`config.mk`:
```
export PLATFORM = sky130hd
export DESIGN_NAME = uart_rx_flat
export DESIGN_NICKNAME = d
export VERILOG_FILES = /design/src/rtl/uart_rx_if.sv /design/src/rtl/uart_rx.sv /design/src/flat_wrapper.sv
export SDC_FILE = /design/constraint.sdc
export NUM_CORES = 1
export LEC_CHECK = 0
export BUFFER_PORTS_ARGS = -buffer_cell sky130_fd_sc_hd__buf_2
export CELL_PAD_IN_SITES_DETAIL_PLACEMENT = 1
export CELL_PAD_IN_SITES_GLOBAL_PLACEMENT = 2
export CORE_MARGIN = 2
export CORE_UTILIZATION = 25
export DETAILED_ROUTE_END_ITERATION = 12
export GPL_TIMING_DRIVEN = 0
export PLACE_DENSITY = 0.46
export SLEW_MARGIN = 5
export SYNTH_ARGS = -nofsm -noshare
export SYNTH_HDL_FRONTEND = slang
export SYNTH_SLANG_ARGS = --single-unit
```
`constraint.sdc`:
```
create_clock -name clk -period 3.8 [get_ports clk]
set_input_delay 0 -clock clk [delete_from_list [all_inputs] [get_ports clk]]
set_output_delay 0 -clock clk [all_outputs]
set_load 0.005 [all_outputs]
```
`src/rtl/uart_rx_if.sv`:
```
// rtl/uart_rx_if.sv - serial line, read handshake and status bundle for uart_rx (parity_err only with UART_RX_PARITY_EN)
`timescale 1ns/1ps
interface uart_rx_if #(
  parameter int CNT_W = 5
);
  logic             uart_rx;
  logic             rd_en;
  logic             err_clr;
  logic [7:0]       rx_data;
  logic             rx_valid;
  logic [CNT_W-1:0] rx_count;
  logic             frame_err;
  logic             overrun;
  logic             busy;
`ifdef UART_RX_PARITY_EN
  logic             parity_err;
`endif

  modport master (
    output uart_rx, rd_en, err_clr,
`ifdef UART_RX_PARITY_EN
    input  parity_err,
`endif
    input  rx_data, rx_valid, rx_count, frame_err, overrun, busy
  );

  modport slave (
    input  uart_rx, rd_en, err_clr,
`ifdef UART_RX_PARITY_EN
    output parity_err,
`endif
    output rx_data, rx_valid, rx_count, frame_err, overrun, busy
  );
endinterface

```
`src/rtl/uart_rx.sv`:
```
// rtl/uart_rx.sv - 8N1 UART receiver with first-word-fall-through FIFO and sticky errors
// Optional 8E1 framing with parity_err when UART_RX_PARITY_EN is defined.
`timescale 1ns/1ps
module uart_rx #(
  parameter int CLKS_PER_BIT = 868,
  parameter int FIFO_DEPTH   = 16,
  parameter int CNT_W        = 5
) (
  input  logic     clk,
  input  logic     rst,
  uart_rx_if.slave bus
);
  localparam int TMR_W = $clog2(CLKS_PER_BIT);
  localparam int PTR_W = $clog2(FIFO_DEPTH);
  localparam logic [TMR_W-1:0] HALF_M1 = TMR_W'(CLKS_PER_BIT / 2 - 1);
  localparam logic [TMR_W-1:0] BIT_M1  = TMR_W'(CLKS_PER_BIT - 1);

  typedef enum logic [2:0] {
    S_IDLE, S_START, S_DATA, S_STOP,
`ifdef UART_RX_PARITY_EN
    S_PARITY,
`endif
    S_WAIT_HIGH
  } state_t;

  state_t           state_q, state_d;
  logic             sync1_q, sync2_q;
  logic [TMR_W-1:0] tmr_q, tmr_d;
  logic [2:0]       idx_q, idx_d;
  logic [7:0]       shift_q, shift_d;
  logic [7:0]       mem [FIFO_DEPTH];
  logic [PTR_W-1:0] wr_ptr_q, rd_ptr_q;
  logic [CNT_W-1:0] count_q, count_d;
  logic             frame_err_q, overrun_q;
  logic             rxs, push, frame_set;
  logic             empty, full, pop, wr, ovr_set;
`ifdef UART_RX_PARITY_EN
  logic             parity_err_q, parity_set;
`endif

  assign rxs = sync2_q;

  always_comb begin
    state_d   = state_q;
    tmr_d     = tmr_q + TMR_W'(1);
    idx_d     = idx_q;
    shift_d   = shift_q;
    push      = 1'b0;
    frame_set = 1'b0;
`ifdef UART_RX_PARITY_EN
    parity_set = 1'b0;
`endif
    case (state_q)
      S_IDLE: begin
        tmr_d = '0;
        if (!rxs) state_d = S_START;
      end
      S_START: if (tmr_q == HALF_M1) begin
        tmr_d   = '0;
        idx_d   = '0;
        state_d = rxs ? S_IDLE : S_DATA;
      end
      S_DATA: if (tmr_q == BIT_M1) begin
        tmr_d          = '0;
        shift_d[idx_q] = rxs;
        idx_d          = idx_q + 3'd1;
        if (idx_q == 3'd7) begin
`ifdef UART_RX_PARITY_EN
          state_d = S_PARITY;
`else
          state_d = S_STOP;
`endif
        end
      end
`ifdef UART_RX_PARITY_EN
      S_PARITY: if (tmr_q == BIT_M1) begin
        tmr_d      = '0;
        parity_set = ^{shift_q, rxs};
        state_d    = S_STOP;
      end
`endif
      S_STOP: if (tmr_q == BIT_M1) begin
        tmr_d = '0;
        if (rxs) begin
          push    = 1'b1;
          state_d = S_IDLE;
        end else begin
          frame_set = 1'b1;
          state_d   = S_WAIT_HIGH;
        end
      end
      S_WAIT_HIGH: begin
        // a held-low line must return high before a new start edge counts
        tmr_d = '0;
        if (rxs) state_d = S_IDLE;
      end
      default: state_d = S_IDLE;
    endcase
  end

  // Pop is evaluated first so a full FIFO can still accept a byte in a pop cycle.
  assign empty   = (count_q == '0);
  assign full    = (count_q == CNT_W'(FIFO_DEPTH));
  assign pop     = bus.rd_en && !empty;
  assign wr      = push && (!full || pop);
  assign ovr_set = push && full && !pop;

  always_comb begin
    count_d = count_q;
    if (wr && !pop)      count_d = count_q + CNT_W'(1);
    else if (!wr && pop) count_d = count_q - CNT_W'(1);
  end

  always_ff @(posedge clk or negedge rst) begin
    if (!rst) begin
      sync1_q     <= 1'b1;
      sync2_q     <= 1'b1;
      state_q     <= S_IDLE;
      tmr_q       <= '0;
      idx_q       <= '0;
      shift_q     <= '0;
      wr_ptr_q    <= '0;
      rd_ptr_q    <= '0;
      count_q     <= '0;
      frame_err_q <= 1'b0;
      overrun_q   <= 1'b0;
`ifdef UART_RX_PARITY_EN
      parity_err_q <= 1'b0;
`endif
    end else begin
      sync1_q     <= bus.uart_rx;
      sync2_q     <= sync1_q;
      state_q     <= state_d;
      tmr_q       <= tmr_d;
      idx_q       <= idx_d;
      shift_q     <= shift_d;
      count_q     <= count_d;
      if (wr)  wr_ptr_q <= wr_ptr_q + PTR_W'(1);
      if (pop) rd_ptr_q <= rd_ptr_q + PTR_W'(1);
      frame_err_q <= frame_set | (frame_err_q & ~bus.err_clr);
      overrun_q   <= ovr_set | (overrun_q & ~bus.err_clr);
`ifdef UART_RX_PARITY_EN
      parity_err_q <= parity_set | (parity_err_q & ~bus.err_clr);
`endif
    end
  end

  always_ff @(posedge clk) begin
    if (wr) mem[wr_ptr_q] <= shift_q;
  end

  assign bus.rx_data   = empty ? 8'h00 : mem[rd_ptr_q];
  assign bus.rx_valid  = !empty;
  assign bus.rx_count  = count_q;
  assign bus.frame_err = frame_err_q;
  assign bus.overrun   = overrun_q;
  assign bus.busy      = (state_q != S_IDLE);
`ifdef UART_RX_PARITY_EN
  assign bus.parity_err = parity_err_q;
`endif
endmodule
```
`src/flat_wrapper.sv`:
```
// flat-port wrapper written by rule: the top's interface ports become plain ports
module uart_rx_flat 
#(
  parameter int CLKS_PER_BIT = 868,
  parameter int FIFO_DEPTH   = 16,
  parameter int CNT_W        = 5
)
  (clk, rst, bus_uart_rx, bus_rd_en, bus_err_clr, bus_rx_data, bus_rx_valid, bus_rx_count, bus_frame_err, bus_overrun, bus_busy);
  uart_rx_if #(.CNT_W(CNT_W)) bus_i ();
  input  logic clk;
  input  logic rst;
  input wire logic [$bits(bus_i.uart_rx)-1:0] bus_uart_rx;
  input wire logic [$bits(bus_i.rd_en)-1:0] bus_rd_en;
  input wire logic [$bits(bus_i.err_clr)-1:0] bus_err_clr;
  output wire logic [$bits(bus_i.rx_data)-1:0] bus_rx_data;
  output wire logic [$bits(bus_i.rx_valid)-1:0] bus_rx_valid;
  output wire logic [$bits(bus_i.rx_count)-1:0] bus_rx_count;
  output wire logic [$bits(bus_i.frame_err)-1:0] bus_frame_err;
  output wire logic [$bits(bus_i.overrun)-1:0] bus_overrun;
  output wire logic [$bits(bus_i.busy)-1:0] bus_busy;
  assign bus_i.uart_rx = bus_uart_rx;
  assign bus_i.rd_en = bus_rd_en;
  assign bus_i.err_clr = bus_err_clr;
  assign bus_rx_data = bus_i.rx_data;
  assign bus_rx_valid = bus_i.rx_valid;
  assign bus_rx_count = bus_i.rx_count;
  assign bus_frame_err = bus_i.frame_err;
  assign bus_overrun = bus_i.overrun;
  assign bus_busy = bus_i.busy;
  uart_rx #(.CLKS_PER_BIT(CLKS_PER_BIT), .FIFO_DEPTH(FIFO_DEPTH), .CNT_W(CNT_W)) u_core (.clk(clk), .rst(rst), .bus(bus_i));
endmodule
```
==> results.json <==
{
  "leakage_uw": 0.003329,
  "fin_crit_sh_pct": 92.75,
  "portBuffers": 21,
  "cts_root_buffer": "clkbuf_16",
  "worst-setup-path-type": "reg2reg",
  "postSynthCellCount": 429,
  "htree_num_levels": 4,
  "ir_drop_mv": 0.2278,
  "synth_flop_cell": "edfxtp_1",
  "synth_nets": 448,
  "vias": 3851,
  "gp_congestion": 0.7136,
  "rsz0062_at_grt": "false",
  "insertion_delay_ns": 0.43,
  "antenna_cells_inserted": 0,
  "ios": 22,
  "whs_path_depth": 2,
  "synth.distinct_cells": 54,
  "intPower_uw": 2864,
  "worst_pin_slew_ns": 1.029,
  "crit_required_ns": 4.10,
  "syn_to_final_growth_pct": 17.07,
  "comb_power_share_pct": 0.5,
  "async_reset_ff_share_pct": 24.26,
  "fin_skew_ns": 0.01491,
  "grt_max_degree": 42,
  "antenna_found_initial": 0,
  "grt_pass1_wl_mm": 27.12,
  "final_area_um2": 8504,
  "outcome": "completed",
  "vias_per_cell": 4.426,
  "drc": 0,
  "clk_pin_slew_ns": 0.08,
  "tns_ns": 0,
  "cts_setup_buffers": 0,
  "start_kind": "flop",
  "nFillCells": 2983,
  "die_y_um": 174.5,
  "avgSynthCellArea_um2": 16.93,
  "synth_warnings": 0,
  "report.final.slew_viol_count": 0,
  "cts_max_path_buffers": 2,
  "netSwitchingPower_uw": 862.5,
  "crit_chain": "or3b_1 -> nor4_2 -> and3b_1 -> buf_4 -> buf_6 -> ha_1 -> inv_1 -> fa_1 -> a21o_1 -> a2111oi_1 -> o31ai_1",
  "row_count": 62,
  "yosysSeqAreaShare_pct": 67.07,
  "drv_cap": 0,
  "clock-sinks": 169,
  "crit_cells": 11,
  "layout.nets": 492,
  "post_drt_wl_per_cell_um": 20.04,
  "p_clk_share_pct": 46.7,
  "cpLargestDelayFamily": "simple AND/OR/NAND/NOR gates",
  "ant_nets": 0,
  "dpl.hpwl_mm": 11.72,
  "synth-edff-count": 128,
  "drive_above_1_share_pct": 26.13,
  "cellPowerDensity_nw_per_um2": 438.2,
  "grt_usage_pct": 12.21,
  "cts_buffers": 17,
  "die_x_um": 174.5,
  "crit_buf_inv": 3,
  "route.final.wire_length_mm": 17.44,
  "r2r_cells": 11,
  "endpoint_kind": "flop",
  "grt_pass1_vias": 4285,
  "worstPathMaxFanout": 10,
  "hold_viol": 0,
  "initialDrtViolationCount": 171,
  "sw_frac_of_total_pct": 23.14,
  "finalSetupViolCount": 0,
  "fp.coreArea_um2": 28630,
  "max_stage_delay_ns": 0.46,
  "overflow": 0,
  "max_freq_mhz": 283.7,
  "min_path_type": "in2reg",
  "cts_tree": "built",
  "post-route-min-period_ns": 3.525,
  "ys_ff_latch": 169,
  "syn_area_um2": 7264,
  "dieArea_um2": 30440,
  "relSlewSlack_pct": 31.38,
  "firstDrtPassIters": 4,
  "slowest_stage": "dfrtp_1",
  "cp.arrival_ns": 3.83,
  "start_util_pct": 25.38,
  "place_area_um2": 7850,
  "power_frac_seq_pct": 52.8
}
-- final cells by class --
cell class,count,area (um^2),share of cell area [%]
Inverter,8,30.03,0.3531
Clock inverter,15,181.4,2.133
Tap cell,384,480.5,5.650
Clock buffer,17,425.4,5.002
Buffer,22,162.7,1.913
Timing Repair Buffer,25,145.1,1.707
Sequential cell,169,4872,57.29
Multi-Input combinational cell,230,2207,25.95
-- metrics by stage --
| stage | utilization (%) | total power, uW | cells | hold slack (ns) | worst slack, ns |
|---|---|---|---|---|---|
| detailed placement | 27.42 | 2023 | 834 | 0.1079 | 0.1365 |
| global placement | 27.42 | 2023 | 834 | 0.1068 | 0.2025 |
| global route | 29.71 | 3864 | 870 | 0.1950 | 0.02666 |
| CTS | 29.68 | 3780 | 870 | 0.1869 | 0.1117 |
| finish | 29.71 | 3727 | 870 | 0.2058 | 0.2754 |
| floorplan | - | 2008 | 429 | -0.2956 | 0.7375 |
-- kinds of logic after synthesis --
group	Yosys count	share of synthesized area, %
compound gates	37	3.031
xor+xnor	17	2.050
simple gates	100	8.302
buf+inv	30	2.652
mux	62	14.38
fa+ha+maj	14	2.515
flops	169	67.07
-- sequential cells by signal (all words and copies together) (netlist names), 3 cells and up --
| name | count |
|---|---|
| u_core.bus.rx_count | 5 |
| u_core.idx_q | 3 |
| u_core.state_q | 3 |
| u_core.wr_ptr_q | 4 |
| u_core.mem | 128 |
| u_core.shift_q | 8 |
| u_core.tmr_q | 10 |
| u_core.rd_ptr_q | 4 |
-- path summary, 6_finish.rpt --
| kind | start | end | slack (ns) |
|---|---|---|---|
| max | u_core.tmr_q[3] | u_core.bus.rx_count[4] | 0.28 |
| min | bus_uart_rx | u_core.sync1_q | 0.21 |
| max reg2reg | u_core.tmr_q[3] | u_core.bus.rx_count[4] | 0.28 |
| min reg2reg | u_core.sync1_q | u_core.rxs | 0.36 |
| max in group asynchronous | rst | u_core.shift_q[3] | 2.87 |
| min in group asynchronous | rst | u_core.wr_ptr_q[3] | 0.29 |
-- power groups by stage --
stage                     combinational [uW]  sequential, uW  clock, uW
after floorplan                         2.09            2010          0
after global placement                  16.4            2010          0
after detailed placement                16.5            2010          0
after CTS                               19.7            1970       1790
after global routing                    21.5            1970       1880
final                                   18.5            1970       1740
-- cells in the mapped netlist (all sizes together), types with 2 or more instances --
| library cell | n | area (um^2) |
|---|---|---|
| xor2 | 6 | 52.55 |
| and3b | 2 | 18.77 |
| and3 | 14 | 87.58 |
| o31ai | 2 | 15.01 |
| nand3 | 5 | 25.02 |
| mux2 | 19 | 214.0 |
| a21o | 2 | 15.01 |
| ha | 13 | 162.7 |
| mux4 | 32 | 720.7 |
| or4 | 2 | 18.77 |
| inv | 8 | 30.03 |
| a31oi | 2 | 12.51 |
| nor4b | 2 | 17.52 |
| nand2 | 16 | 60.06 |
| nor3 | 10 | 60.06 |
| edfxtp | 128 | 3844 |
| dfstp | 2 | 52.55 |
| a21oi | 13 | 65.06 |
| buf | 11 | 62.56 |
| o21ai | 13 | 68.82 |
| bufbuf | 2 | 65.06 |
| mux2i | 11 | 110.1 |
| nor3b | 2 | 15.01 |
| xnor2 | 11 | 96.34 |
| nor4 | 2 | 12.51 |
| nor2 | 20 | 75.07 |
| and4b | 2 | 20.02 |
| nand4 | 6 | 37.54 |
| dfrtp | 39 | 975.9 |
| nand3b | 2 | 15.01 |
| nor2b | 3 | 18.77 |
| and4 | 5 | 43.79 |
| clkbuf | 9 | 35.03 |
-- metal layers --
| layer | GRT usage, % | wire length [um] | part of all wire [%] | vias up |
|---|---|---|---|---|
| met4 | 2.941 | 139 | 0.80 | 0 |
| met1 | 16.86 | 8552 | 49 | 2024 |
| met5 | 0 | 0 | 0 | - |
| met3 | 2.625 | 461 | 2.6 | 9 |
| met2 | 19.63 | 8283 | 48 | 50 |
| li1 | - | - | - | 1768 |
-- repair_timing --
item / in CTS / in global routing
gates resized for setup: 0 / 2
endpoints found under the hold margin: 44 / 0
endpoints found under the setup margin: 0 / 1
hold buffers: 4 / 0
-- placed cells by master, fill, tap and decap left out, types with 3 or more instances in the layout --
cell,synthesis,layout
a21oi_1,13,13
and3_1,14,14
and4_1,5,5
buf_2,8,29
clkbuf_1,8,8
clkbuf_16,0,17
clkinv_8,0,5
dfrtp_1,39,39
dlygate4sd3_1,0,4
edfxtp_1,128,128
ha_1,13,13
inv_1,8,8
inv_8,0,4
mux2_2,19,19
mux2i_1,11,11
mux4_2,32,32
nand2_1,16,16
nand3_1,5,5
nand4_1,6,6
nor2_1,20,20
nor2b_1,3,3
nor3_1,8,8
o21ai_0,12,12
xnor2_1,11,11
xor2_1,6,6
(Power assumes the default switching activity.)
